$ cat config.mk
export PLATFORM = sky130hd
export DESIGN_NAME = instr_fetch_unit_flat
export DESIGN_NICKNAME = d
export VERILOG_FILES = /design/src/rtl/instr_fetch_unit_pkg.sv /design/src/rtl/instr_fetch_unit_if.sv /design/src/rtl/instr_fetch_unit_fetch_fifo.sv /design/src/rtl/instr_fetch_unit.sv /design/src/flat_wrapper.sv
export SDC_FILE = /design/constraint.sdc
export NUM_CORES = 1
export LEC_CHECK = 0
export CORE_MARGIN = 2
export CORE_UTILIZATION = 45
export DETAILED_ROUTE_END_ITERATION = 8
export PLACE_DENSITY = 0.81
export SLEW_MARGIN = 15
export SYNTH_ARGS = -nofsm -noshare
export SYNTH_HDL_FRONTEND = slang
export SYNTH_SLANG_ARGS = --single-unit
$ cat constraint.sdc
create_clock -name Clock -period 3.9 [get_ports Clock]
set_clock_uncertainty 0.2 [all_clocks]
set_input_delay 0.78 -clock Clock [delete_from_list [all_inputs] [get_ports Clock]]
set_output_delay 0.78 -clock Clock [all_outputs]
set_load 0.02 [all_outputs]
$ cat src/rtl/instr_fetch_unit_pkg.sv
`default_nettype none
// ============================================================================
//  Module   : instr_fetch_unit_pkg
//  Purpose  : Shared CPU-internal widths and fetch FSM state encoding used by
//             the fetch unit, its bus interface and anything probing its state.
//  Revision : 1.0  initial release
// ============================================================================
package instr_fetch_unit_pkg;

    // CPU-internal datapath widths
    localparam int CPU_PC_N    = 8;
    localparam int CPU_INSTR_N = 16;
    localparam int FETCH_DEPTH = 2;

    // Fetch FSM states.
    //   IDLE  : no request outstanding
    //   WAIT  : request outstanding, its data will be kept
    //   DRAIN : request outstanding but flushed; its data will be dropped
    typedef enum logic [1:0] {
        ST_IDLE  = 2'd0,
        ST_WAIT  = 2'd1,
        ST_DRAIN = 2'd2
    } fetch_state_t;

endpackage
`default_nettype wire

$ cat src/rtl/instr_fetch_unit_if.sv
`default_nettype none
// ============================================================================
//  Module   : instr_fetch_unit_if
//  Purpose  : Bus bundle between the PC register, instruction memory, the
//             fetch unit and the decoder.
//  Ports    : PC/Flush/PcAdvance   - PC register side
//             ImemReq/Addr/Ack/Data - instruction memory read port
//             InstrValid/Instr/InstrPC/InstrReady - decoder handshake
//  Modports : master = fetch unit, slave = surrounding system
//  Revision : 1.0  initial release
// ============================================================================
interface instr_fetch_unit_if
    import instr_fetch_unit_pkg::*;
#(
    parameter int PC_N    = CPU_PC_N,
    parameter int INSTR_N = CPU_INSTR_N
);
    logic [PC_N-1:0]    PC;
    logic               Flush;
    logic               PcAdvance;
    logic               ImemReq;
    logic [PC_N-1:0]    ImemAddr;
    logic               ImemAck;
    logic [INSTR_N-1:0] ImemData;
    logic               InstrValid;
    logic [INSTR_N-1:0] Instr;
    logic [PC_N-1:0]    InstrPC;
    logic               InstrReady;

    modport master (
        input  PC, Flush, ImemAck, ImemData, InstrReady,
        output PcAdvance, ImemReq, ImemAddr, InstrValid, Instr, InstrPC
    );

    modport slave (
        output PC, Flush, ImemAck, ImemData, InstrReady,
        input  PcAdvance, ImemReq, ImemAddr, InstrValid, Instr, InstrPC
    );
endinterface
`default_nettype wire

$ cat src/rtl/instr_fetch_unit_fetch_fifo.sv
`default_nettype none
// ============================================================================
//  Module   : fetch_fifo
//  Purpose  : Synchronous in-order FIFO holding fetched {PC, instruction}
//             pairs. Flush empties it in one edge; storage is not cleared by
//             flush, only the pointers and the count.
//  Ports    : clk, rst        - clock, synchronous active-high reset
//             i_push/i_data   - write one entry (never issued when full)
//             i_pop           - drop head entry (never issued when empty)
//             i_flush         - discard all entries, overrides push/pop
//             o_count         - occupancy 0..DEPTH
//             o_head          - head entry, straight from storage
//  Revision : 1.0  initial release
// ============================================================================
module fetch_fifo
    import instr_fetch_unit_pkg::*;
#(
    parameter int WIDTH = CPU_PC_N + CPU_INSTR_N,
    parameter int DEPTH = FETCH_DEPTH
) (
    input  wire logic               clk,
    input  wire logic               rst,
    input  wire logic               i_push,
    input  wire logic               i_pop,
    input  wire logic               i_flush,
    input  wire logic [WIDTH-1:0]   i_data,
    output logic [$clog2(DEPTH):0]  o_count,
    output logic [WIDTH-1:0]        o_head
);
    localparam int AW = $clog2(DEPTH);

    logic [WIDTH-1:0] r_mem [DEPTH];
    logic [AW-1:0]    r_wptr;
    logic [AW-1:0]    r_rptr;
    logic [AW:0]      r_count;

    // DEPTH is a power of two, so pointer increments wrap naturally.
    always_ff @(posedge clk) begin
        if (rst) begin
            for (int i = 0; i < DEPTH; i++) begin
                r_mem[i] <= '0;
            end
            r_wptr  <= '0;
            r_rptr  <= '0;
            r_count <= '0;
        end else if (i_flush) begin
            r_wptr  <= '0;
            r_rptr  <= '0;
            r_count <= '0;
        end else begin
            if (i_push) begin
                r_mem[r_wptr] <= i_data;
                r_wptr        <= r_wptr + 1'b1;
            end
            if (i_pop) begin
                r_rptr <= r_rptr + 1'b1;
            end
            case ({i_push, i_pop})
                2'b10:   r_count <= r_count + 1'b1;
                2'b01:   r_count <= r_count - 1'b1;
                default: r_count <= r_count;
            endcase
        end
    end

    assign o_count = r_count;
    assign o_head  = r_mem[r_rptr];

endmodule
`default_nettype wire

$ cat src/rtl/instr_fetch_unit.sv
`default_nettype none
// ============================================================================
//  Module   : instr_fetch_unit
//  Purpose  : Fetch stage after the PC register. Issues one instruction
//             memory read at a time, buffers returned {PC, instr} pairs and
//             hands them to the decoder. PcAdvance steps the PC register only
//             when a fetch completes; Flush drops buffered and in-flight work.
//  Ports    : Clock, Reset - clock, synchronous active-high reset
//             bus (master) - PC register, instruction memory and decoder
//                            signals, see instr_fetch_unit_if
//  Revision : 1.0  initial release
// ============================================================================
module instr_fetch_unit
    import instr_fetch_unit_pkg::*;
#(
    parameter int PC_N    = CPU_PC_N,
    parameter int INSTR_N = CPU_INSTR_N,
    parameter int DEPTH   = FETCH_DEPTH
) (
    input  wire logic           Clock,
    input  wire logic           Reset,
    instr_fetch_unit_if.master  bus
);
    localparam int            CW      = $clog2(DEPTH) + 1;
    localparam logic [CW-1:0] C_DEPTH = CW'(DEPTH);

    fetch_state_t             r_state;
    logic                     r_req;
    logic [PC_N-1:0]          r_addr;

    logic                     w_push;
    logic                     w_pop;
    logic                     w_valid;
    logic [CW-1:0]            w_count;
    logic [PC_N+INSTR_N-1:0]  w_head;

    // Only a non-flushed completion in WAIT is kept. The Reset term keeps the
    // PC register from stepping in a cycle whose result is being discarded.
    assign w_push  = (r_state == ST_WAIT) & bus.ImemAck & ~bus.Flush & ~Reset;
    assign w_valid = (w_count != '0);
    assign w_pop   = w_valid & bus.InstrReady;

    fetch_fifo #(
        .WIDTH (PC_N + INSTR_N),
        .DEPTH (DEPTH)
    ) u_fifo (
        .clk     (Clock),
        .rst     (Reset),
        .i_push  (w_push),
        .i_pop   (w_pop),
        .i_flush (bus.Flush),
        .i_data  ({r_addr, bus.ImemData}),
        .o_count (w_count),
        .o_head  (w_head)
    );

    // A request cannot be withdrawn once issued: a flush while waiting moves
    // to DRAIN, which keeps ImemReq up and throws the data away on ack.
    always_ff @(posedge Clock) begin
        if (Reset) begin
            r_state <= ST_IDLE;
            r_req   <= 1'b0;
            r_addr  <= '0;
        end else begin
            case (r_state)
                ST_IDLE: begin
                    if (!bus.Flush && (w_count < C_DEPTH)) begin
                        r_state <= ST_WAIT;
                        r_req   <= 1'b1;
                        r_addr  <= bus.PC;
                    end
                end
                ST_WAIT: begin
                    if (bus.ImemAck) begin
                        r_state <= ST_IDLE;
                        r_req   <= 1'b0;
                    end else if (bus.Flush) begin
                        r_state <= ST_DRAIN;
                    end
                end
                ST_DRAIN: begin
                    if (bus.ImemAck) begin
                        r_state <= ST_IDLE;
                        r_req   <= 1'b0;
                    end
                end
                default: begin
                    r_state <= ST_IDLE;
                    r_req   <= 1'b0;
                end
            endcase
        end
    end

    assign bus.PcAdvance  = w_push;
    assign bus.ImemReq    = r_req;
    assign bus.ImemAddr   = r_addr;
    assign bus.InstrValid = w_valid;
    assign bus.InstrPC    = w_head[PC_N+INSTR_N-1:INSTR_N];
    assign bus.Instr      = w_head[INSTR_N-1:0];

endmodule
`default_nettype wire

$ cat src/flat_wrapper.sv
// flat-port wrapper written by rule: the top's interface ports become plain ports
module instr_fetch_unit_flat import instr_fetch_unit_pkg::*;
#(
    parameter int PC_N    = CPU_PC_N,
    parameter int INSTR_N = CPU_INSTR_N,
    parameter int DEPTH   = FETCH_DEPTH
)
  (Clock, Reset, bus_PC, bus_Flush, bus_ImemAck, bus_ImemData, bus_InstrReady, bus_PcAdvance, bus_ImemReq, bus_ImemAddr, bus_InstrValid, bus_Instr, bus_InstrPC);
  instr_fetch_unit_if #(.PC_N(PC_N), .INSTR_N(INSTR_N)) bus_i ();
  input  wire logic Clock;
  input  wire logic Reset;
  input wire logic [$bits(bus_i.PC)-1:0] bus_PC;
  input wire logic [$bits(bus_i.Flush)-1:0] bus_Flush;
  input wire logic [$bits(bus_i.ImemAck)-1:0] bus_ImemAck;
  input wire logic [$bits(bus_i.ImemData)-1:0] bus_ImemData;
  input wire logic [$bits(bus_i.InstrReady)-1:0] bus_InstrReady;
  output wire logic [$bits(bus_i.PcAdvance)-1:0] bus_PcAdvance;
  output wire logic [$bits(bus_i.ImemReq)-1:0] bus_ImemReq;
  output wire logic [$bits(bus_i.ImemAddr)-1:0] bus_ImemAddr;
  output wire logic [$bits(bus_i.InstrValid)-1:0] bus_InstrValid;
  output wire logic [$bits(bus_i.Instr)-1:0] bus_Instr;
  output wire logic [$bits(bus_i.InstrPC)-1:0] bus_InstrPC;
  assign bus_i.PC = bus_PC;
  assign bus_i.Flush = bus_Flush;
  assign bus_i.ImemAck = bus_ImemAck;
  assign bus_i.ImemData = bus_ImemData;
  assign bus_i.InstrReady = bus_InstrReady;
  assign bus_PcAdvance = bus_i.PcAdvance;
  assign bus_ImemReq = bus_i.ImemReq;
  assign bus_ImemAddr = bus_i.ImemAddr;
  assign bus_InstrValid = bus_i.InstrValid;
  assign bus_Instr = bus_i.Instr;
  assign bus_InstrPC = bus_i.InstrPC;
  instr_fetch_unit #(.PC_N(PC_N), .INSTR_N(INSTR_N), .DEPTH(DEPTH)) u_core (.Clock(Clock), .Reset(Reset), .bus(bus_i));
endmodule
==> results.md, run 1 <==
- Final Hold Viols: 0
- Worst R2R Start: u_core.r_state[1]$_SDFFE_PP0P_
- End of the worst hold path: u_core.bus.ImemAddr[0]$_SDFFE_PP0P_
- Top cell by count, worst path: clkdlybuf4s50_1
- Gpl congestion: 0.7188
- Peak supply drop: 0.2425 mV
- Worst-Skew Late Latency: 0.33 ns
- Power per cell area: 408.8 nW/um2
- Sink Count: 64
- DR vias: 1,839
- Setup bufs post-CTS: 0
- Initial Util: 0.4712
- Worst Path Arrival: 2.51 ns
- Hold_buf cts: 0
- Die width: 83.20 um
- Nets: 318
- Setup TNS: 0 ns
- Vias in the first global route: 1,876
- Synthesized area: 2823 um2
- Worst slew margin: 0.3534
- CTS tree: done
- Startpoint types: primary input
- # diodes: 0
- Dpl cells: 348
- Top delay family on crit path: buffers and inverters
- Routed WL per cell: 14.48 um
- Reg-to-Reg End: u_core.u_fifo.r_mem[1][10]$_SDFFCE_PN0P_
- Reg clk slew, reported paths: 0.06 ns
- Ys async rst share: 0
- Critical Path RT: 2.92 ns
- Unrepaired setup endpoints after global routing: no
- Post-Syn Nets: 251
- Vias per cell: 5.052
- First-pass DRT Iterations: 5
- Commonest non-fill, non-tap cell in the layout: clkdlybuf4s50_1
- Leak: 1.451 nW
- Worst path max stage delay: 0.59 ns
- Most frequent cells in the layout: clkdlybuf4s50_1 (63), edfxtp_1 (48), and2_1 (25)
- Global-route usage over all layers: 0.1590
- Post-DP HPWL: 3508 um
- CP max FO: 6
- Slowest-stage cell, CP: clkdlybuf4s50_1
- Hold WC Path Type: flop to flop
- Synth cell types: 27
- H-tree levels: 3
- Endpoint type of the worst setup path: output pin
- Min Tclk post-route: 3.487 ns
- Grt total ovfl: 0
- P&R area growth vs syn: 30.45%
- Slew @ Worst Pin: 0.9685 ns
- Number of flops mapped to enable cells by yosys: 48
- Setup violators final: 0
- Post-DRT Antenna Nets: 0
- Syn Inst Count: 217
- Fraction of layout cells with a size suffix above 1: 0.1626
- Initial drt markers: 54
- Inserted Clock Buffers: 9
- Yosys warns: 0
- Register bit total from synthesis: 64
- Max Cap Violations: 0
- Filler cells: 490
- First-pass GRT wire length: 8493 um
- Largest net degree at the start of global routing: 29
- Total die area: 6922 um2
- CP bufs+invs: 3
- Row count: 28
- R2r setup slk: 1.42 ns
- Worst-case reg-to-reg path depth: 9
- CTS max path bufs: 2
- Core ar.: 5991 um2
- Setup CP Type: primary input to output pin
- Hold path cells: 2
- FMAX: 286.8 MHz
- Crit share post-route: 0.8941
- Hold_sp: u_core.bus.ImemAddr[0]$_SDFFE_PP0P_
- Drt total wl: 5269 um
- Antenna violations before repair: 0
- Crit path cell chain: clkdlybuf4s50_1 > nand2_2 > or3_4 > clkinv_2 > clkdlybuf4s50_1
- Outcome: complete, no violations
- Non-filler cells in the finished layout: 364
- Post-cts sizing count: 0
- Clk root buf: clkbuf_8
- I/O Buffers: 63
- Final Max Tran Viols: 0
- Io pins: 64
- Top_reg_cell synth: edfxtp_1
- Syn_area_per_cell: 13.01 um2
- Chip Height: 83.20 um
- Sequential area share after synthesis: 0.6241
- DRC Markers: 0
kinds of logic after synthesis:
kind of cell             after synthesis  share of synthesized area
AND/OR/NAND/NOR                       82                     0.1662
flip-flops                            64                     0.6241
multiplexers                          24                    0.09574
adder cells (fa/ha/maj)                5                    0.02216
AO/OA/AOI/OAI                         18                    0.03812
XOR/XNOR                               5                    0.01552
buffers and inverters                 19                    0.03812
flip-flops by register name, indices dropped and copies added (netlist names), named ones only:
register	cells
u_core.bus.ImemAddr	8
u_core.bus.ImemReq	1
u_core.r_state	2
u_core.u_fifo.o_count	2
u_core.u_fifo.r_mem	48
u_core.u_fifo.r_rptr	1
u_core.u_fifo.r_wptr	1
report_power, final:
group / internal, mW / switching (mW)
logic: 0.108 / 0.118
clock network: 0.267 / 0.219
registers: 0.770 / 0.0227
total: 1.15 / 0.360
routing by layer:
metal	track usage	vias up	wire length [um]
met2	0.2720	52	2691
met5	0	-	0
li1	-	908	-
met1	0.1730	872	2245
met4	0.09687	0	97
met3	0.04672	7	234
metrics by stage:
stage / setup slack [ns] / cell area (um2) / hold slack, ns / power, mW / util
4_1_cts: 0.4169 / 3682 / 0.2950 / 1.521 / 0.6147
3_3_place_gp: 0.4496 / 3512 / 0.2766 / 1.025 / 0.5863
6_report: 0.4130 / 3682 / 0.2906 / 1.505 / 0.6147
2_1_floorplan: 0.1318 / 2823 / 0.3096 / 0.9265 / -
3_5_place_dp: 0.4172 / 3512 / 0.2837 / 1.035 / 0.5863
5_1_grt: 0.3502 / 3682 / 0.3231 / 1.563 / 0.6147
how the worst max path moves through the flow:
stage,start,end,depth (start not counted)
final,bus_ImemAck,bus_PcAdvance,5
after global routing,bus_ImemAck,bus_PcAdvance,5
after CTS,bus_ImemAck,bus_PcAdvance,5
after detailed placement,bus_ImemAck,bus_PcAdvance,5
after global placement,bus_ImemAck,bus_PcAdvance,5
after floorplan,bus_Flush,u_core.u_fifo.r_mem[0][0]$_SDFFCE_PN0P_,3
synth_stat cells (3+ instances only):
library cell  number  area [um2]
clkbuf_1           5       18.77
ha_1               5       62.56
and3_1            24       150.1
buf_2              4       20.02
dfxtp_1           16       320.3
mux2_2            24       270.3
nor3_1             6       30.03
nand2_1           19       71.32
nor2_1             3       11.26
inv_1              5       18.77
a21oi_1           10       50.05
buf_6              4       45.04
xnor2_1            3       26.28
edfxtp_1          48        1441
and2_1            25       156.4
final cells by class:
class / count / area [um2] / area share
Clock buffer: 16 / 170.2 / 0.04621
Inverter: 6 / 23.77 / 0.006456
Multi-Input combinational cell: 134 / 957.2 / 0.2599
Sequential cell: 64 / 1762 / 0.4784
Tap cell: 75 / 93.84 / 0.02548
Timing Repair Buffer: 69 / 675.6 / 0.1835
worst register-to-register path: cells and delay by family (launching register included):
family	cells	cell delay (ns)
flip-flops	1	0.31
AND/OR/NAND/NOR	4	0.66
buffers and inverters	4	0.73
adder cells (fa/ha/maj)	1	0.23
(Power assumes the default switching activity.)
==> inputs of run 2 (changes only) <==
--- a/config.mk
+++ b/config.mk
@@ -6,9 +6,9 @@
 export NUM_CORES = 1
 export LEC_CHECK = 0
 export CORE_MARGIN = 2
-export CORE_UTILIZATION = 45
+export CORE_UTILIZATION = 30
 export DETAILED_ROUTE_END_ITERATION = 8
-export PLACE_DENSITY = 0.81
+export PLACE_DENSITY = 0.59
 export SLEW_MARGIN = 15
 export SYNTH_ARGS = -nofsm -noshare
 export SYNTH_HDL_FRONTEND = slang
==> results.md, run 2 (same netlist as run 1, synthesis figures left out) <==
- Non-filler cells in the finished layout: 401
- Setup TNS: 0 ns
- Nets: 319
- Worst Path Arrival: 2.52 ns
- Fraction of layout cells with a size suffix above 1: 0.1759
- Max reg flops: 48
- # diodes: 0
- Peak supply drop: 0.2021 mV
- Vias per cell: 4.566
- Row count: 35
- Hold_buf cts: 0
- Dpl cells: 385
- Hold path cells: 2
- CTS max path bufs: 2
- Setup bufs post-CTS: 0
- Hold_ws: 0.3008 ns
- P&R area growth vs syn: 33.78%
- Startpoint types: primary input
- Drt total wl: 5854 um
- Post-route worst setup slack: 0.4002 ns
- R2r setup slk: 1.42 ns
- Worst slew margin: 0.4713
- DRC Markers: 0
- Sink Count: 64
- Global-route usage over all layers: 0.1206
- Critical Path RT: 2.92 ns
- Slew @ Worst Pin: 0.7870 ns
- Initial Util: 0.3069
- Top reg by flops: u_core.u_fifo.r_mem
- Chip Height: 101 um
- Vias in the first global route: 1,930
- Multi-input gate area: 957.2 um2
- Worst slack at placement: 0.3869 ns
- Unrepaired setup endpoints after global routing: no
- Final Total Pwr: 1.629 mW
- Worst R2R Start: u_core.r_state[1]$_SDFFE_PP0P_
- Initial drt markers: 42
- Gpl congestion: 0.7181
- Worst-case reg-to-reg path depth: 9
- First-pass GRT wire length: 9246 um
- Reg-to-Reg End: u_core.u_fifo.r_mem[1][3]$_SDFFCE_PN0P_
- End of the worst hold path: u_core.bus.ImemAddr[3]$_SDFFE_PP0P_
- Commonest non-fill, non-tap cell in the layout: clkdlybuf4s50_1
- Final Max Tran Viols: 0
- CP max FO: 6
- DR vias: 1,831
- First-pass DRT Iterations: 6
- Final instance area: 3776 um2
- Final Hold Viols: 0
- Leak: 1.471 nW
- Max Cap Violations: 0
- FMAX: 285.7 MHz
- Io pins: 64
- Post-DRT Antenna Nets: 0
- Crit share post-route: 0.8974
- Grt total ovfl: 0
- Largest net degree at the start of global routing: 26
- Clk root buf: clkbuf_8
- CTS tree: done
- Post-cts sizing count: 0
- Total die area: 10,200 um2
- Post-DP HPWL: 3827 um
- Final core utilization: 0.4106
- Power per cell area: 431.4 nW/um2
- Most frequent cells in the layout: clkdlybuf4s50_1 (63), edfxtp_1 (48), and2_1 (25)
- Min Tclk post-route: 3.500 ns
- H-tree levels: 3
- Seq. cell area: 1762 um2
- Worst-Skew Late Latency: 0.33 ns
- Filler cells: 888
- Setup violators final: 0
- Die width: 101 um
- Hold WC Path Type: flop to flop
- Area after DPL: 3565 um2
- Setup CP Type: primary input to output pin
- Reg clk slew, reported paths: 0.07 ns
- Core ar.: 9196 um2
- Inserted Clock Buffers: 9
- Outcome: complete, no violations
- Hold_sp: u_core.bus.ImemAddr[3]$_SDFFE_PP0P_
- Routed WL per cell: 14.60 um
- Antenna violations before repair: 0
- Endpoint type of the worst setup path: output pin
- I/O Buffers: 63
## run 2: cell count changes in the layout (fill, tap and decap cells not counted), sizes merged
cell,delta
clkinvlp,+2
buf,+1
clkbuf,-6
clkinv,+2
bufinv,+2
## run 2: worst max-delay path: stages
cell and delay [ns]:
clkdlybuf4s50_1 0.57, nand2_2 0.10, or3_4 0.40, clkinv_2 0.07
clkdlybuf4s50_1 0.59
## run 2: how the worst max path moves through the flow
stage                      from                                 endpoint  slack [ns]  cells after the start
floorplan             bus_Flush  u_core.u_fifo.r_mem[0][0]$_SDFFCE_PN0P_        0.13                      3
global placement    bus_ImemAck                            bus_PcAdvance        0.43                      5
detailed placement  bus_ImemAck                            bus_PcAdvance        0.39                      5
CTS                 bus_ImemAck                            bus_PcAdvance        0.39                      5
global route        bus_ImemAck                            bus_PcAdvance        0.35                      5
finish              bus_ImemAck                            bus_PcAdvance        0.40                      5
## run 2: layout make-up
| cell class | count | area share |
|---|---|---|
| repair buffers | 70 | 0.1809 |
| well taps | 111 | 0.03678 |
| multi-input cells | 134 | 0.2535 |
| flip-flops and latches | 64 | 0.4665 |
| clock buffers | 10 | 0.03380 |
| inverters | 6 | 0.006296 |
| clock inverters | 6 | 0.02220 |
## run 2: power by group
| group | switching (mW) | total [mW] | internal, mW | leakage (nW) |
|---|---|---|---|---|
| clock network | 0.252 | 0.609 | 0.357 | 0.0999 |
| registers | 0.0200 | 0.790 | 0.770 | 0.627 |
| logic | 0.122 | 0.230 | 0.109 | 0.744 |
| total | 0.394 | 1.63 | 1.24 | 1.47 |
## run 2: layer usage
layer	routed length, um	up-vias	GRT usage
li1	-	913	-
met1	2450	855	0.1415
met2	2988	51	0.2077
met3	296	12	0.02913
met4	120	0	0.05613
met5	0	-	0
==> inputs of run 3 (changes only) <==
--- a/config.mk
+++ b/config.mk
@@ -8,7 +8,8 @@
 export CORE_MARGIN = 2
 export CORE_UTILIZATION = 30
 export DETAILED_ROUTE_END_ITERATION = 8
-export PLACE_DENSITY = 0.59
+export DONT_BUFFER_PORTS = 1
+export PLACE_DENSITY = 0.5
 export SLEW_MARGIN = 15
 export SYNTH_ARGS = -nofsm -noshare
 export SYNTH_HDL_FRONTEND = slang
==> results.md, run 3 (same netlist as run 1, synthesis figures left out) <==
- Flop pwr share: 0.572
- Final Hold Viols: 0
- Grt total ovfl: 0
- Final Max Tran Viols: 0
- CTS tree: done
- First-pass GRT wire length: 8914 um
- Hold_ws: 0.3091 ns
- Fraction of layout cells with a size suffix above 1: 0.2098
- Hold WC Path Type: primary input to flop
- Global-route usage over all layers: 0.1181
- CP max FO: 25
- P&R area growth vs syn: 8.821%
- Max reg flops: 48
- I/O Buffers: 0
- Setup TNS: 0 ns
- Unrepaired setup endpoints after global routing: no
- Post-cts sizing count: 0
- First-pass DRT Iterations: 4
- Routed WL per cell: 16.93 um
- Slew @ Worst Pin: 0.8242 ns
- Post-DP HPWL: 3659 um
- Clk root buf: clkbuf_8
- Slowest-stage cell, CP: or3_4
- Crit share post-route: 0.7160
- Critical Path RT: 2.92 ns
- Net Sw Power: 0.3718 mW
- Chip Height: 101 um
- Reg clk slew, reported paths: 0.07 ns
- Vias per cell: 4.743
- CP bufs+invs: 3
- Io pins: 64
- Top delay family on crit path: simple AND/OR/NAND/NOR gates
- Row count: 35
- Clk pwr share: 0.332
- DRC Markers: 0
- Setup violators final: 0
- Most frequent cells in the layout: edfxtp_1 (48), and2_1 (25), mux2_2 (24), and3_1 (24), nand2_1 (19)
- Nets: 254
- Peak supply drop: 0.1926 mV
- Outcome: complete, no violations
- Setup CP Type: flop to output pin
- Total die area: 10,200 um2
- Worst path max stage delay: 0.39 ns
- Worst Path Arrival: 1.81 ns
- DR vias: 1,589
- Hold_buf cts: 0
- Largest net degree at the start of global routing: 28
- Top reg by flops: u_core.u_fifo.r_mem
- Min Tclk post-route: 2.792 ns
- Drt total wl: 5670 um
- Sw Ratio: 0.2646
- FMAX: 358.1 MHz
- P_int: 1.033 mW
- Core ar.: 9196 um2
- Post-DRT Antenna Nets: 0
- Antenna violations before repair: 0
- Commonest non-fill, non-tap cell in the layout: edfxtp_1
- Vias in the first global route: 1,721
- Worst slew margin: 0.4463
- Die width: 101 um
- Gpl congestion: 0.7739
- Startpoint types: flop
- Setup bufs post-CTS: 0
- Crit path cell chain: inv_1 > ha_1 > nand2_2 > or3_4 > clkinv_2 > buf_4
- Max Cap Violations: 0
- Final Total Pwr: 1.405 mW
- Worst-Skew Late Latency: 0.33 ns
- Power per cell area: 457.5 nW/um2
- Logic pwr share: 0.096
- H-tree levels: 3
- Inserted Clock Buffers: 9
- CTS max path bufs: 2
- Initial drt markers: 91
- # diodes: 0
- Leak: 1.201 nW
- Sink Count: 64
- Initial Util: 0.3069
- Endpoint type of the worst setup path: output pin
run 3: worst register-to-register path: stages, from the launching register on:
cell,delay [ns]
dfxtp_1,0.32
inv_1,0.11
ha_1,0.23
nand2_2,0.08
or3_4,0.39
clkinv_2,0.07
nand2_1,0.04
nand2_1,0.21
buf_4,0.33
run 3: metal layers:
layer,global-route usage,part of all wire
met5,0,0
met4,0.04366,0.013
met3,0.04785,0.082
met2,0.1877,0.46
met1,0.1446,0.44
run 3: metrics by stage:
stage	cell area (um2)	setup WS (ns)	cells	utilization
after global routing	3072	1.011	335	0.3340
after detailed placement	2919	1.352	320	0.3174
after CTS	3072	1.082	335	0.3340
after floorplan	2823	0.1318	217	-
after global placement	2919	1.359	320	0.3174
final	3072	1.108	335	0.3340
run 3: power groups by stage:
stage,Combinational (mW),Sequential (mW),Clock [mW]
finish,0.135,0.803,0.467
global route,0.153,0.809,0.504
CTS,0.138,0.804,0.483
detailed placement,0.137,0.819,0
floorplan,0.115,0.811,0
global placement,0.137,0.818,0
run 3: final cells by class:
cell class                      instances  area (um2)
Timing Repair Buffer                    5       37.54
Tap cell                              111       138.9
Fill cell                             909        6125
Inverter                                6       23.77
Multi-Input combinational cell        134       957.2
Clock inverter                          5       25.02
Sequential cell                        64        1762
Clock buffer                           10       127.6
run 3: final timing paths:
path / cells past startpoint / endpoint / slack (ns) / startpoint
max: 6 / bus_PcAdvance / 1.11 / u_core.r_state[1]$_SDFFE_PP0P_
min reg2reg: 2 / u_core.r_state[1]$_SDFFE_PP0P_ / 0.36 / u_core.r_state[1]$_SDFFE_PP0P_
min: 1 / u_core.bus.ImemAddr[4]$_SDFFE_PP0P_ / 0.31 / Reset
max reg2reg: 8 / u_core.u_fifo.r_mem[1][7]$_SDFFCE_PN0P_ / 1.61 / u_core.r_state[1]$_SDFFE_PP0P_
